**src/rtl/seg7_pkg.sv**
```systemverilog
// Shared definitions for the 7-segment display path: active-low glyph table and the
// decoded-slot record used by the scan decoder and future encoder checks.
package seg7_pkg;

  localparam int unsigned NUM_DIGITS = 8;

  // Active-low patterns, bit0 = a ... bit6 = g.
  localparam logic [6:0] SEG_0     = 7'h40;
  localparam logic [6:0] SEG_1     = 7'h79;
  localparam logic [6:0] SEG_2     = 7'h24;
  localparam logic [6:0] SEG_3     = 7'h30;
  localparam logic [6:0] SEG_4     = 7'h19;
  localparam logic [6:0] SEG_5     = 7'h12;
  localparam logic [6:0] SEG_6     = 7'h02;
  localparam logic [6:0] SEG_7     = 7'h78;
  localparam logic [6:0] SEG_8     = 7'h00;
  localparam logic [6:0] SEG_9     = 7'h10;
  localparam logic [6:0] SEG_A     = 7'h08;
  localparam logic [6:0] SEG_B     = 7'h03;
  localparam logic [6:0] SEG_C     = 7'h46;
  localparam logic [6:0] SEG_D     = 7'h21;
  localparam logic [6:0] SEG_E     = 7'h06;
  localparam logic [6:0] SEG_F     = 7'h0E;
  localparam logic [6:0] SEG_BLANK = 7'h7F;

  typedef struct packed {
    logic [3:0] nibble;
    logic       blank;
    logic       bad;
  } seg7_slot_t;

endpackage

```
**src/rtl/seg7_glyph_decode.sv**
```systemverilog
// Combinational glyph decoder: active-low segment pattern to {nibble, blank, bad}.
// Unknown patterns decode to nibble 0 with bad set.
module seg7_glyph_decode
  import seg7_pkg::*;
(
  input  logic [6:0] pattern,
  output seg7_slot_t slot
);

  always_comb begin
    slot = '{nibble: 4'h0, blank: 1'b0, bad: 1'b0};
    case (pattern)
      SEG_0:     slot.nibble = 4'h0;
      SEG_1:     slot.nibble = 4'h1;
      SEG_2:     slot.nibble = 4'h2;
      SEG_3:     slot.nibble = 4'h3;
      SEG_4:     slot.nibble = 4'h4;
      SEG_5:     slot.nibble = 4'h5;
      SEG_6:     slot.nibble = 4'h6;
      SEG_7:     slot.nibble = 4'h7;
      SEG_8:     slot.nibble = 4'h8;
      SEG_9:     slot.nibble = 4'h9;
      SEG_A:     slot.nibble = 4'hA;
      SEG_B:     slot.nibble = 4'hB;
      SEG_C:     slot.nibble = 4'hC;
      SEG_D:     slot.nibble = 4'hD;
      SEG_E:     slot.nibble = 4'hE;
      SEG_F:     slot.nibble = 4'hF;
      SEG_BLANK: slot.blank  = 1'b1;
      default:   slot.bad    = 1'b1;
    endcase
  end

endmodule

```
**src/rtl/seg7_scan_decoder.sv**
```systemverilog
// Receive-side monitor for the multiplexed 7-segment bus: waits for each scan slot to
// settle, decodes it, and publishes a complete frame with a one-cycle valid pulse.
module seg7_scan_decoder
  import seg7_pkg::*;
#(
  parameter int unsigned NUM_DIGITS     = 8,
  parameter int unsigned SETTLE_CYCLES  = 4,
  parameter int unsigned TIMEOUT_CYCLES = 1048576
) (
  input  logic                    clk,
  input  logic                    rst,
  input  logic [6:0]              segments,
  input  logic [NUM_DIGITS-1:0]   anodes,
  output logic [4*NUM_DIGITS-1:0] frame_digits,
  output logic [NUM_DIGITS-1:0]   frame_blank,
  output logic                    frame_valid,
  output logic                    frame_err,
  output logic                    stalled
);

  localparam int unsigned SetW = $clog2(SETTLE_CYCLES + 1);
  localparam int unsigned ToW  = $clog2(TIMEOUT_CYCLES + 1);
  localparam int unsigned IdxW = (NUM_DIGITS > 1) ? $clog2(NUM_DIGITS) : 1;
  localparam int unsigned CntW = $clog2(NUM_DIGITS + 1);

  // Stage S and its previous value
  logic [6:0]            seg_s_q, seg_p_q;
  logic [NUM_DIGITS-1:0] an_s_q, an_p_q;

  logic [SetW-1:0] settle_q, settle_d;
  logic [ToW-1:0]  timeout_q, timeout_d;
  logic [NUM_DIGITS-1:0] seen_q, seen_d;
  logic            err_acc_q, err_acc_d;

  logic [NUM_DIGITS-1:0][3:0] stage_nib_q;
  logic [NUM_DIGITS-1:0]      stage_blank_q;

  logic [4*NUM_DIGITS-1:0] frame_digits_q;
  logic [NUM_DIGITS-1:0]   frame_blank_q;
  logic                    frame_valid_q;
  logic                    frame_err_q;

  logic            bus_changed;
  logic            settle_fire;
  logic [CntW-1:0] low_cnt;
  logic [IdxW-1:0] slot_idx;
  logic            capture;
  logic            multi_anode;
  logic            frame_done;
  seg7_slot_t      dec;

  seg7_glyph_decode u_glyph_decode (
    .pattern (seg_s_q),
    .slot    (dec)
  );

  assign bus_changed = {an_s_q, seg_s_q} != {an_p_q, seg_p_q};

  always_comb begin
    settle_d = settle_q;
    if (bus_changed) begin
      settle_d = '0;
    end else if (settle_q < SetW'(SETTLE_CYCLES)) begin
      settle_d = settle_q + SetW'(1);
    end
  end

  // Fires only on the step into SETTLE_CYCLES, so a long hold yields a single capture.
  assign settle_fire = !bus_changed && (settle_q == SetW'(SETTLE_CYCLES - 1));

  always_comb begin
    low_cnt  = '0;
    slot_idx = '0;
    for (int i = 0; i < NUM_DIGITS; i++) begin
      if (!an_s_q[i]) begin
        low_cnt  = low_cnt + CntW'(1);
        slot_idx = IdxW'(i);
      end
    end
  end

  assign capture     = settle_fire && (low_cnt == CntW'(1));
  assign multi_anode = settle_fire && (low_cnt > CntW'(1));
  assign frame_done  = &seen_q;

  // A capture landing in the completion cycle starts the next frame.
  always_comb begin
    seen_d    = frame_done ? '0 : seen_q;
    err_acc_d = frame_done ? 1'b0 : err_acc_q;
    if (capture) begin
      seen_d[slot_idx] = 1'b1;
      if (dec.bad) begin
        err_acc_d = 1'b1;
      end
    end
    if (multi_anode) begin
      err_acc_d = 1'b1;
    end
  end

  always_comb begin
    timeout_d = timeout_q;
    if (capture) begin
      timeout_d = '0;
    end else if (timeout_q < ToW'(TIMEOUT_CYCLES)) begin
      timeout_d = timeout_q + ToW'(1);
    end
  end

  always_ff @(posedge clk or posedge rst) begin
    if (rst) begin
      seg_s_q   <= '0;
      seg_p_q   <= '0;
      an_s_q    <= '0;
      an_p_q    <= '0;
      settle_q  <= '0;
      timeout_q <= '0;
      seen_q    <= '0;
      err_acc_q <= 1'b0;
    end else begin
      seg_s_q   <= segments;
      seg_p_q   <= seg_s_q;
      an_s_q    <= anodes;
      an_p_q    <= an_s_q;
      settle_q  <= settle_d;
      timeout_q <= timeout_d;
      seen_q    <= seen_d;
      err_acc_q <= err_acc_d;
    end
  end

  always_ff @(posedge clk or posedge rst) begin
    if (rst) begin
      stage_nib_q   <= '0;
      stage_blank_q <= '0;
    end else if (capture) begin
      stage_nib_q[slot_idx]   <= dec.nibble;
      stage_blank_q[slot_idx] <= dec.blank;
    end
  end

  always_ff @(posedge clk or posedge rst) begin
    if (rst) begin
      frame_digits_q <= '0;
      frame_blank_q  <= '0;
      frame_valid_q  <= 1'b0;
      frame_err_q    <= 1'b0;
    end else begin
      frame_valid_q <= frame_done;
      if (frame_done) begin
        frame_digits_q <= stage_nib_q;
        frame_blank_q  <= stage_blank_q;
        frame_err_q    <= err_acc_q;
      end
    end
  end

  assign frame_digits = frame_digits_q;
  assign frame_blank  = frame_blank_q;
  assign frame_valid  = frame_valid_q;
  assign frame_err    = frame_err_q;
  assign stalled      = (timeout_q >= ToW'(TIMEOUT_CYCLES));

endmodule

```
**config.mk**
```make
export PLATFORM = sky130hd
export DESIGN_NAME = seg7_scan_decoder
export DESIGN_NICKNAME = d
export VERILOG_FILES = /design/src/rtl/seg7_pkg.sv /design/src/rtl/seg7_glyph_decode.sv /design/src/rtl/seg7_scan_decoder.sv
export SDC_FILE = /design/constraint.sdc
export NUM_CORES = 1
export LEC_CHECK = 0
export BUFFER_PORTS_ARGS = -buffer_cell sky130_fd_sc_hd__buf_2
export CORE_ASPECT_RATIO = 1.5
export CORE_MARGIN = 2
export CORE_UTILIZATION = 45
export CTS_CLUSTER_SIZE = 16
export DETAILED_ROUTE_END_ITERATION = 12
export PLACE_DENSITY = 0.71
export SLEW_MARGIN = 25
export SYNTH_ARGS = -nofsm -noshare
export SYNTH_HDL_FRONTEND = slang
export SYNTH_HIERARCHICAL = 1
export SYNTH_SLANG_ARGS = --single-unit
```
**constraint.sdc**
```tcl
create_clock -name clk -period 15.4 [get_ports clk]
set_clock_uncertainty 0.15 [all_clocks]
set_input_delay 3.08 -clock clk [delete_from_list [all_inputs] [get_ports clk]]
set_output_delay 3.08 -clock clk [all_outputs]
set_load 0.02 [all_outputs]
```
# After elaboration in Yosys (flattened, before gate mapping)
# Index checks and enable logic that the tools add are counted.
[word_totals]
latch_bits = 0
register_bits = 145
mem_count = 0
inputBits = 17
mem_bits_ro = 0
wordCells = 99
out_inout_bits = 43
ramBits = 0
[op_classes]
n_eq_ne = 19
addsub = 9
n_reduce_logical = 10
order_cmp = 6
shifts = 0
n_div = 0
mul = 0
n_bitwise = 1
mux = 33
[op_table]
columns = ["cell", "n"]
rows = [
  ["$pmux W4 S15", 1],
  ["$mux W21", 2],
  ["$eq A7 B7 Y1 const B", 5],
  ["$bwmux W32", 1],
  ["$mux W4", 8],
  ["$add A4 B1 Y4 const B", 7],
  ["$mux W3", 8],
  ["$add A21 B1 Y21 const B", 1],
  ["$eq A7 B5 Y1 const B", 3],
  ["$eq A7 B6 Y1 const B", 3],
  ["$ge A21 B21 Y1 const B", 1],
  ["$lt A21 B21 Y1 const B", 1],
  ["$reduce_or A17 Y1", 1],
  ["$mux W8", 2],
  ["$ne A15 B15 Y1", 1],
  ["$eq A7 B2 Y1 const B", 2],
  ["$eq A7 B4 Y1 const B", 2],
  ["$demux W4 S3", 1],
  ["$bwmux W8", 1],
  ["$mux W1", 8],
  ["$or A8 B8 Y8", 1],
  ["$reduce_and A8 Y1", 1],
  ["$eq A7 B3 Y1 const B", 1],
  ["$logic_not A7 Y1", 1],
  ["other kinds (11)", 15],
]

# Longest topological paths before layout
[depth]
depth_word = 19
mapped_depth = 22

# By module
# Netlist, hierarchy kept.
[modules_own_cells]
columns = ["mod", "cells_per_inst", "area_each_um2", "n_inst"]
rows = [
  ["seg7_scan_decoder", 533, 6009.5, 1],
  ["seg7_glyph_decode", 54, 374.1, 1],
]

# Least setup slack after synthesis
# OpenSTA, ideal clock, no wires.
[synth_path]
path_kind = "reg2reg"
from = "register an_s_q[0]"
to = "register stage_blank_q[6]"
path_slack_ps = 10539
t_arrival_ps = 4583
stages_incl_launch_ff = 22
period_less_slack_ps = 4861
cell_sequence = "dfrtp_1 inv_1 ha_1 nand2b_1 and2_1 ha_1 nor2b_1 a21o_1 ha_1 nor2_1 nor2_1 ha_1 o2bb2ai_1 ha_1 nor2b_1 xnor3_1 xor2_1 a32o_1 nand3_1 or4_1 clkbuf_1 mux2_1"
[synth_between]
elab_chain_len = 17
word_cells_on_any_way = 20
classes_between = "7 x add/sub; 2 x eq/ne; 8 x mux; 3 x reduce/logical"
[synth_lines]
columns = ["element", "line", "text"]
rows = [
  ["start: declaration", "seg7_scan_decoder.sv:28", "logic [NUM_DIGITS-1:0] an_s_q, an_p_q;"],
  ["start signal: assignment", "seg7_scan_decoder.sv:123", "an_s_q <= anodes;"],
  ["$mux W1", "seg7_scan_decoder.sv:75", "if (!an_s_q[i]) begin"],
  ["$add A4 B1 Y4", "seg7_scan_decoder.sv:76", "low_cnt = low_cnt + CntW'(1);"],
  ["$mux W4", "seg7_scan_decoder.sv:75", ""],
  ["$add A4 B1 Y4", "seg7_scan_decoder.sv:76", ""],
  ["$mux W4", "seg7_scan_decoder.sv:75", ""],
  ["$add A4 B1 Y4", "seg7_scan_decoder.sv:76", ""],
  ["$mux W4", "seg7_scan_decoder.sv:75", ""],
  ["$add A4 B1 Y4", "seg7_scan_decoder.sv:76", ""],
  ["$mux W4", "seg7_scan_decoder.sv:75", ""],
  ["$add A4 B1 Y4", "seg7_scan_decoder.sv:76", ""],
  ["$mux W4", "seg7_scan_decoder.sv:75", ""],
  ["$add A4 B1 Y4", "seg7_scan_decoder.sv:76", ""],
  ["$mux W4", "seg7_scan_decoder.sv:75", ""],
  ["$add A4 B1 Y4", "seg7_scan_decoder.sv:76", ""],
  ["$mux W4", "seg7_scan_decoder.sv:75", ""],
  ["$eq A4 B1 Y1", "seg7_scan_decoder.sv:82", "assign capture = settle_fire && (low_cnt == CntW'(1));"],
  ["$logic_and A1 B1 Y1 *", "seg7_scan_decoder.sv:82", ""],
  ["end signal: indexed assignment", "seg7_scan_decoder.sv:138", "stage_blank_q[slot_idx] <= dec.blank;"],
  ["end: declaration", "seg7_scan_decoder.sv:36", "logic [NUM_DIGITS-1:0] stage_blank_q;"],
]
# Every way passes the cells marked *; elsewhere a longest branch is shown, timed or not.
# A chain may end at the register's enable or synchronous reset.

# Worst setup path after layout
[layout_path]
from = "register an_s_q[1]"
to = "register stage_blank_q[0]"
[layout_between]
elab_chain_len = 15
word_cells_on_any_way = 31
classes_between = "6 x add/sub; 2 x order compare; 2 x eq/ne; 17 x mux; 4 x reduce/logical"
[layout_lines]
columns = ["element", "line"]
rows = [
  ["$mux W4", "seg7_scan_decoder.sv:75"],
  ["$add A4 B1 Y4", "seg7_scan_decoder.sv:76"],
  ["$mux W4", "seg7_scan_decoder.sv:75"],
  ["$add A4 B1 Y4", "seg7_scan_decoder.sv:76"],
  ["$mux W4", "seg7_scan_decoder.sv:75"],
  ["$add A4 B1 Y4", "seg7_scan_decoder.sv:76"],
  ["$mux W4", "seg7_scan_decoder.sv:75"],
  ["$add A4 B1 Y4", "seg7_scan_decoder.sv:76"],
  ["$mux W4", "seg7_scan_decoder.sv:75"],
  ["$add A4 B1 Y4", "seg7_scan_decoder.sv:76"],
  ["$mux W4", "seg7_scan_decoder.sv:75"],
  ["$add A4 B1 Y4", "seg7_scan_decoder.sv:76"],
  ["$mux W4", "seg7_scan_decoder.sv:75"],
  ["$eq A4 B1 Y1", "seg7_scan_decoder.sv:82"],
  ["$logic_and A1 B1 Y1", "seg7_scan_decoder.sv:82"],
]
# Parallel ways exist; a longest one is shown, timed or not.

==> flow_summary.yaml <==
outcome:
  status: "complete, no violations"
timing:
  slew_violations: 0
  finalSetupViolations: 0
  fin_tns_setup_ps: 0
  worst_pin_slew_ps: 945
  fmaxAchievable_mhz: 186
  hold_viol: 0
  period_share: 0.349
  setup_slack_ps: 10020
  layout_min_cycle_time_ps: 5380
  rsz0062_at_grt: "no"
  relSlewSlack: 0.370
floorplanning:
  start_util: 0.458
  die_h_um: 150
  die_w_um: 101
  fp.dieArea_um2: 15200
  rows: 53
  coreArea_um2: 13900
  io_pins: 60
place:
  numPortBuffers: 59
  pre_cts_slack_ps: 10050
  placed_area_um2: 6790
  gp_congestion: 0.778
  place_hpwl_um: 8620
synth:
  yosysTopAreaCell: "dfrtp_1"
  synth_edf_count: 0
  async_flop_share: 1.00
  syn_area_um2: 6380
  synth_area_per_cell_um2: 10.9
  yosys.cell_count.top_type: "nand2_1"
  synth_warnings: 6
  yosysUniqueCellTypes: 58
  ys_seq_area_frac: 0.568
  ys_ff_latch: 145
  synth_commonest_cells: "nand2_1 (147), dfrtp_1 (145), nor2_1 (41)"
  synth_area_leaders: "dfrtp_1 (57%), nand2_1 (8.6%), mux2_2 (6.2%), xor2_1 (4.0%), xnor2_1 (2.9%)"
  yosys.area.top_type_share: 0.568
  netlist_instances: 587
  syn_nets: 615
  ys.flop_type: "dfrtp_1"
global_routing:
  grt_pass1_wl_um: 21100
  grt_max_degree: 84
  grt_pass1_vias: 4462
  grt_overflow: 0
  antenna_found_initial: 0
  grt_use_total: 0.179
worst_setup_path:
  required_ps: 15550
  reg2reg_slack_ps: 10020
  crit_start: "an_s_q[1]"
  start_kind: "register"
  r2r_end: "stage_blank_q[0]"
  crit_arrival_ps: 5530
  cp_max_fo: 8
  cp-end-kind: "register"
  r2r_start: "an_s_q[1]"
  rr_worst_depth: 21
  critPathKind: "reg -> reg"
worst_hold_path:
  min_to: "an_p_q[0]"
  holdCritPathClass: "reg -> reg"
  whs_path_depth: 0
  hold_path_startpoint: "an_s_q[0]"
routing:
  ant_nets: 0
  dr.pass1.iters: 4
  wirelength_um: 12500
  drc: 0
  first_iter_violations: 148
  wl_per_cell_um: 15.3
  vias: 4341
  vias_per_cell: 5.29
layout:
  drive_gt1_frac: 0.217
  final_nets: 670
  n_antenna_cell: 0
  regArea_um2: 3630
  final_cell_area_um2: 7390
  n_fill_cell: 1234
  area_growth_pct: 15.8
  multi_input_comb_area_um2: 2570
power:
  swShare: 0.237
  peakVddDrop_mv: 0.0759
  p_per_area_nw_per_um2: 117
  clkPwrFrac: 0.477
  total_power_mw: 0.867
  power_frac_comb: 0.070
  internal_power_mw: 0.662
  leakagePower_nw: 3.86
  p_seq_frac: 0.453
  power.switching_mw: 0.205
clocking:
  clock_latency_ps: 420
  path_clk_slew_ps: 60
  cts_hold_buf: 0
  cts_setup_buffers: 0
  clock-root-buffer: "clkbuf_16"
  cts_buffers: 17
  cts_sinks: 145
  cts_htree_levels: 4
  clock_path_buffers: 2
  cts_tree: "done"
  cts_resized: 0
flow_run:
  cap_violations: 0
[cell families after synthesis]
kind of cell	after synthesis	synth area share
compound gates	33	0.0382
xor+xnor	53	0.0786
fa+ha+maj	11	0.0216
buf+inv	41	0.0282
flops	145	0.568
mux	44	0.0768
simple gates	260	0.188
[sequential cells by signal, indices dropped and copies added (netlist names)]
signal / cells
frame_digits: 32
seen_q: 8
frame_blank: 8
stage_blank_q: 8
frame_err: 1
stage_nib_q: 32
seg_p_q: 7
err_acc_q: 1
seg_s_q: 7
an_p_q: 8
timeout_q: 21
an_s_q: 8
settle_q: 3
frame_valid: 1
[stage by stage]
| step | cells | utilization | hold slack, ps |
|---|---|---|---|
| finish | 820 | 0.531 | 306 |
| global route | 820 | 0.531 | 340 |
| CTS | 820 | 0.531 | 314 |
| detailed placement | 788 | 0.487 | 297 |
| global placement | 788 | 0.487 | 275 |
| floorplan | 587 | - | 199 |
[worst max-delay path, stage by stage, from the launching register on]
cell	delay, ps
dfrtp_1	420
inv_1	70
ha_1	210
nand2b_1	160
and2_1	170
ha_1	280
nor2b_1	160
a21o_1	180
ha_1	300
nor2_1	100
nor2_1	50
ha_1	280
o2bb2ai_1	160
ha_1	290
mux2i_1	220
inv_1	70
ha_1	270
nor2_1	90
a32o_1	170
nand3_1	290
nor3_1	740
mux2_2	410
[layout by cell type (no fill, tap or decap), types with 3 or more instances in the layout]
cell	synthesis	layout
xor2_1	29	29
o21ai_0	4	4
inv_1	15	14
ha_1	11	11
and3_1	4	4
inv_6	0	6
a21o_1	9	9
nor3_2	3	3
nand2_1	147	147
and2_1	3	3
nand4_1	10	10
mux2_1	5	5
nand4b_1	3	3
nor4_1	5	5
nor2b_1	8	8
a21oi_1	3	3
nor3_1	3	3
clkbuf_16	0	17
mux2i_1	4	4
dfrtp_1	145	145
nand3_1	14	14
buf_2	6	59
nor2_1	41	41
xnor2_1	21	21
clkinvlp_4	0	3
nand2b_1	4	4
mux2_2	35	35
[routing by layer]
layer  global-route usage  up-vias  wire [µm]
li1                     -     2055          -
met1                0.210     2189       5220
met2                0.311       79       6620
met5                    0        -          0
met3               0.0439       18        396
met4               0.0730        0        298
[power groups by stage]
| stage | sequential [mW] | combinational, mW | clock (mW) |
|---|---|---|---|
| 2_1_floorplan | 0.395 | 0.0526 | 0 |
| 3_5_place_dp | 0.400 | 0.0612 | 0 |
| 6_report | 0.393 | 0.0609 | 0.413 |
| 5_1_grt | 0.393 | 0.0695 | 0.437 |
| 4_1_cts | 0.393 | 0.0616 | 0.422 |
| 3_3_place_gp | 0.399 | 0.0591 | 0 |
[final cells by class]
cell class / count / share of cell area
sequential: 145 / 0.491
clock buffer: 20 / 0.0618
timing repair buffer: 61 / 0.0425
multi-input combinational: 401 / 0.348
tap: 165 / 0.0279
inverter: 16 / 0.00897
clock inverter: 12 / 0.0198
[worst max-delay path by stage]
stage / endpoint / slack [ps] / cells past startpoint
after floorplan: an_p_q[0] / 8280 / 1
after global placement: stage_nib_q[4] / 10220 / 21
after detailed placement: stage_nib_q[24] / 10050 / 21
after CTS: stage_nib_q[21] / 10000 / 21
after global routing: stage_blank_q[0] / 9550 / 21
final: stage_blank_q[0] / 10020 / 21
No activity file was read; power rests on OpenSTA's default activity.
